### src/rtl/pll_clk_monitor.sv
// pll_clk_monitor: measures a divided PLL clock against clkin over a gate
// window and derives a registered lock / lost indication from the counts.
module pll_clk_monitor #(
    parameter int GATE_CYCLES = 50000,
    parameter int CNT_W       = 16,
    parameter int EXP_COUNT   = 15625,
    parameter int TOL         = 16,
    parameter int LOCK_WINS   = 4
) (
    input  logic             clkin,
    input  logic             reset,
    input  logic             enable,
    input  logic             mon_tgl,
    output logic [CNT_W-1:0] count,
    output logic             count_valid,
    output logic             in_range,
    output logic             locked,
    output logic             lost
);

    localparam int GTW = $clog2(GATE_CYCLES);
    localparam int GDW = $clog2(LOCK_WINS + 1);
    localparam int LO  = (EXP_COUNT > TOL) ? EXP_COUNT - TOL : 0;
    localparam int HI  = EXP_COUNT + TOL;

    localparam logic [GTW-1:0]   GATE_LAST = GTW'(GATE_CYCLES - 1);
    localparam logic [CNT_W-1:0] CNT_MAX   = '1;
    localparam logic [GDW-1:0]   WINS      = GDW'(LOCK_WINS);

    typedef enum logic [1:0] {
        UNLOCKED,
        ACQUIRE,
        LOCKED
    } state_t;

    logic             sync1;
    logic             sync2;
    logic             prev;
    logic             mon_rise;
    logic [GTW-1:0]   gate;
    logic [CNT_W-1:0] edge_cnt;
    logic [CNT_W-1:0] total;
    logic             term;
    logic             win_ok;
    state_t           state;
    state_t           state_n;
    logic [GDW-1:0]   good;
    logic [GDW-1:0]   good_n;
    logic             lost_n;

    assign mon_rise = sync2 & ~prev;
    assign term     = enable && (gate == GATE_LAST);

    // Window total includes an edge detected in the terminal cycle; saturates.
    assign total = (mon_rise && (edge_cnt != CNT_MAX))
                 ? edge_cnt + CNT_W'(1) : edge_cnt;

    // Unsigned compare, zero-extended so EXP_COUNT+TOL cannot overflow.
    assign win_ok = (32'(total) >= 32'(LO)) && (32'(total) <= 32'(HI));

    assign locked = (state == LOCKED);

    // Synchronize the asynchronous toggle and keep one extra stage for edges.
    always_ff @(posedge clkin) begin
        if (reset) begin
            sync1 <= 1'b0;
            sync2 <= 1'b0;
            prev  <= 1'b0;
        end else begin
            sync1 <= mon_tgl;
            sync2 <= sync1;
            prev  <= sync2;
        end
    end

    // Gate window counter and per-window edge accumulator.
    always_ff @(posedge clkin) begin
        if (reset || !enable) begin
            gate     <= '0;
            edge_cnt <= '0;
        end else if (term) begin
            gate     <= '0;
            edge_cnt <= '0;
        end else begin
            gate     <= gate + GTW'(1);
            edge_cnt <= total;
        end
    end

    // Publish the window result; count and in_range hold between windows.
    always_ff @(posedge clkin) begin
        if (reset) begin
            count       <= '0;
            count_valid <= 1'b0;
            in_range    <= 1'b0;
        end else begin
            count_valid <= term;
            if (term) begin
                count    <= total;
                in_range <= win_ok;
            end
        end
    end

    // Lock state, good-window count and the registered lost pulse.
    always_ff @(posedge clkin) begin
        if (reset) begin
            state <= UNLOCKED;
            good  <= '0;
            lost  <= 1'b0;
        end else begin
            state <= state_n;
            good  <= good_n;
            lost  <= lost_n;
        end
    end

    // Lock decisions are taken only at the end of a window.
    always_comb begin
        state_n = state;
        good_n  = good;
        lost_n  = 1'b0;
        if (!enable) begin
            state_n = UNLOCKED;
            good_n  = '0;
        end else if (term) begin
            unique case (state)
                UNLOCKED: begin
                    if (win_ok) begin
                        good_n  = GDW'(1);
                        state_n = (LOCK_WINS == 1) ? LOCKED : ACQUIRE;
                    end
                end
                ACQUIRE: begin
                    if (win_ok) begin
                        good_n = good + GDW'(1);
                        if (good_n == WINS) begin
                            state_n = LOCKED;
                        end
                    end else begin
                        good_n  = '0;
                        state_n = UNLOCKED;
                    end
                end
                LOCKED: begin
                    if (!win_ok) begin
                        good_n  = '0;
                        state_n = UNLOCKED;
                        lost_n  = 1'b1;
                    end
                end
                default: begin
                    good_n  = '0;
                    state_n = UNLOCKED;
                end
            endcase
        end
    end

endmodule

### config.mk
export PLATFORM = sky130hd
export DESIGN_NAME = pll_clk_monitor
export DESIGN_NICKNAME = d
export VERILOG_FILES = /design/src/rtl/pll_clk_monitor.sv
export SDC_FILE = /design/constraint.sdc
export NUM_CORES = 1
export LEC_CHECK = 0
export ABC_AREA = 1
export CAP_MARGIN = 5
export CORE_MARGIN = 4
export CORE_UTILIZATION = 45
export CTS_BUF_LIST = sky130_fd_sc_hd__clkbuf_4 sky130_fd_sc_hd__clkbuf_8
export CTS_CLUSTER_DIAMETER = 60
export CTS_CLUSTER_SIZE = 16
export DETAILED_ROUTE_END_ITERATION = 10
export PLACE_DENSITY = 0.71
export SETUP_SLACK_MARGIN = 0.4
export SYNTH_ARGS = -nofsm -noshare
export SYNTH_HDL_FRONTEND = slang
export SYNTH_SLANG_ARGS = --single-unit
### constraint.sdc
create_clock -name clkin -period 4.4 [get_ports clkin]
set_input_delay 1.1 -clock clkin [delete_from_list [all_inputs] [get_ports clkin]]
set_output_delay 1.1 -clock clkin [all_outputs]
set_load 0.005 [all_outputs]
==> results.toml <==
[grt]
grt_pass1_vias = 2381
grt_overflow = 0
antenna_found_initial = 0
grt_max_degree = 34
track_usage = 0.169
grt_first_pass_wirelength_mm = 10.3

[synth]
yosysWarnings = 0
ys_ff_latch = 59
ys_types = 32
synthArstFlopShare = 0
synth.top_cell.area_share = 0.404
netlist_instances = 417
synth_area_mm2 = 0.00292
synth_nets = 425
yosys.area.top_type = "dfxtp_1"
yosys-top-cells-area = "dfxtp_1 (40%), nand2_1 (12%), inv_1 (8.1%), nor2_1 (7.7%), nand3_1 (3.6%)"
yosys_most_used_dff = "dfxtp_1"
synth_most_common_cell = "nand2_1"
synth_edf_count = 0
ys_seq_area_frac = 0.404
ys_top_cells_by_count = "nand2_1 (95), inv_1 (63), nor2_1 (60), dfxtp_1 (59), nand3_1 (21)"
avgSynthCellArea_um2 = 7.01

[sta]
fmax_mhz = 362
worstMarginPinSlew_ns = 0.538
timing.hold.ws_ns = 0.406
final_max_slew_viol_count = 0
fin_tns_setup_ns = 0
fin_crit_ns = 2.77
rsz0062_at_grt = "false"
finalHoldViolations = 0
setup_viol = 0
fin_worst_skew_ns = 0.00744
post-route-period-util = 0.629
slew_headroom = 0.638

[cts]
worstSkewPairLatency_ns = 0.33
cts.hold.buffers_added = 0
htree_levels = 3
clk_pin_slew_worst_paths_ns = 0.06
cts_resized = 0
cts.root.buffer_cell = "clkbuf_8"
post_cts_buffers = 0
numCtsBuffers = 9
cts_sinks = 59
cts_tree = "yes"
max-clock-path-buffers = 2

[finish]
fin_util = 0.540
final_nets = 452
fill_cells = 635
drive_gt1_frac = 0.103
area_growth_pct = 16.8
multi_input_area_mm2 = 0.00144
diodes = 0
regArea_mm2 = 0.00118
post-route-cell-area_mm2 = 0.00341
instances_no_fill = 525

[setup_path]
start_kind = "input pin"
critPathKind = "input pin to flop"
end_kind = "flop"
critPathMaxFanout = 33
cp_data_required_time_ns = 4.67
critPathArrivalTime_ns = 3.04

[placed_design]
place.gp.congestion = 0.869
dp_hpwl_mm = 4.36
dp_cells = 510
io_buffers = 23
postPlaceCellArea_mm2 = 0.00321

[route]
drc = 0
firstDrtPassIters = 4
vias_per_cell = 4.89
routedWlPerCell_um = 11.2
drt.antenna.violating_nets = 0
routed_wl_mm = 5.87
drtIter0Drc = 184
dr_total_vias = 2567

[floorplan]
io_pins = 24
die_w_um = 88.6
rows = 29
die_h_um = 88.6
dieArea_mm2 = 0.00785
start_util = 0.463
coreArea_mm2 = 0.00631

[worst_hold_path]
min_path_type = "flop to flop"

[power_and_ir_drop]
power_density_mw_per_mm2 = 313
leakagePower_uw = 0.00141
vdd_drop_max_mv = 0.223

[outcome]
status = "finished, final reports clean"

[job]
cap_violations = 0
## final timing paths
kind / from / end / slack, ns / cells after the start
min reg2reg: sync1$_SDFF_PP0_ / sync2$_SDFF_PP0_ / 0.41 / 2
max reg2reg: edge_cnt[0]$_SDFF_PP0_ / good[1]$_SDFFE_PP0P_ / 1.81 / 17
min: sync1$_SDFF_PP0_ / sync2$_SDFF_PP0_ / 0.41 / 2
max: enable / state[0]$_SDFFE_PP0P_ / 1.63 / 12
## placed cells by master (no fill, tap or decap)
| master | netlist | routed |
|---|---|---|
| a21oi_1 | 17 | 17 |
| a21oi_2 | 1 | 1 |
| buf_4 | 0 | 2 |
| bufinv_16 | 0 | 1 |
| clkbuf_4 | 0 | 2 |
| clkbuf_8 | 0 | 11 |
| clkdlybuf4s50_1 | 0 | 23 |
| clkinv_1 | 2 | 2 |
| clkinv_2 | 0 | 1 |
| dfxtp_1 | 59 | 59 |
| ha_1 | 4 | 4 |
| inv_1 | 63 | 63 |
| inv_2 | 2 | 2 |
| nand2_1 | 95 | 95 |
| nand2_2 | 10 | 10 |
| nand2_4 | 4 | 4 |
| nand3_1 | 21 | 21 |
| nand3_2 | 1 | 1 |
| nand3_4 | 1 | 1 |
| nand3b_1 | 1 | 1 |
| nand4_1 | 8 | 8 |
| nor2_1 | 60 | 60 |
| nor2_2 | 3 | 3 |
| nor2_4 | 6 | 6 |
| nor3_1 | 6 | 6 |
| nor3b_1 | 1 | 1 |
| nor4_1 | 4 | 4 |
| o211ai_1 | 10 | 10 |
| o21ai_0 | 15 | 15 |
| o21ai_1 | 1 | 1 |
| o31ai_1 | 2 | 2 |
| or2_2 | 1 | 1 |
| xnor2_1 | 2 | 2 |
| xor2_1 | 8 | 8 |
## critical path: stages
cell and delay [ns]:
clkdlybuf4s50_1 0.45, inv_1 0.05, nor4_1 0.27, nand4_1 0.25, clkinv_1 0.11, buf_4 0.30
nand2_1 0.14, nor2_4 0.11, nand2_1 0.07, nand2_1 0.06, nand2_1 0.05, nor2_1 0.08
## cell type report
type | instances | area share
clock buffers | 13 | 0.0488
inverters | 67 | 0.0737
clock inverters | 2 | 0.0103
repair buffers | 25 | 0.0719
flip-flops and latches | 59 | 0.346
well taps | 77 | 0.0282
multi-input cells | 282 | 0.421
## through the flow
| stage | setup WS (ns) | power (µW) |
|---|---|---|
| 3_5_place_dp | 1.30 | 585 |
| 3_3_place_gp | 1.39 | 585 |
| 5_1_grt | 1.36 | 1100 |
| 6_report | 1.63 | 1070 |
| 4_1_cts | 1.64 | 1080 |
| 2_1_floorplan | 2.01 | 577 |
## where the power goes
group,internal [µW],switching (µW)
combinational,10.5,22.8
clock,301,192
sequential,538,2.55
total,849,217
## sequential cells by signal (all words and copies together), names as in the netlist
signal,cells
edge_cnt,16
sync2,1
count_valid,1
state,2
lost,1
in_range,1
gate,16
good,3
count,16
sync1,1
prev,1
## cell families (layout without fill, tap and decap cells)
logic type | Yosys count | in the layout | share of synthesized area
DFF | 59 | 59 | 0.404
buffers and inverters | 76 | 107 | 0.104
xor gates and xnor gates | 10 | 10 | 0.0300
and+or+nand+nor | 222 | 222 | 0.354
AOI/OAI and AO/OA | 46 | 46 | 0.0904
adders and majority gates | 4 | 4 | 0.0171
## per-layer routing
metal  track usage  vias up  wire length [µm]
li1              -     1358                 -
met1         0.214     1158              2810
met2         0.279       41              2720
met3        0.0391       10               242
met4        0.0659        0                95
met5             0        -                 0
(Power assumes the default switching activity.)
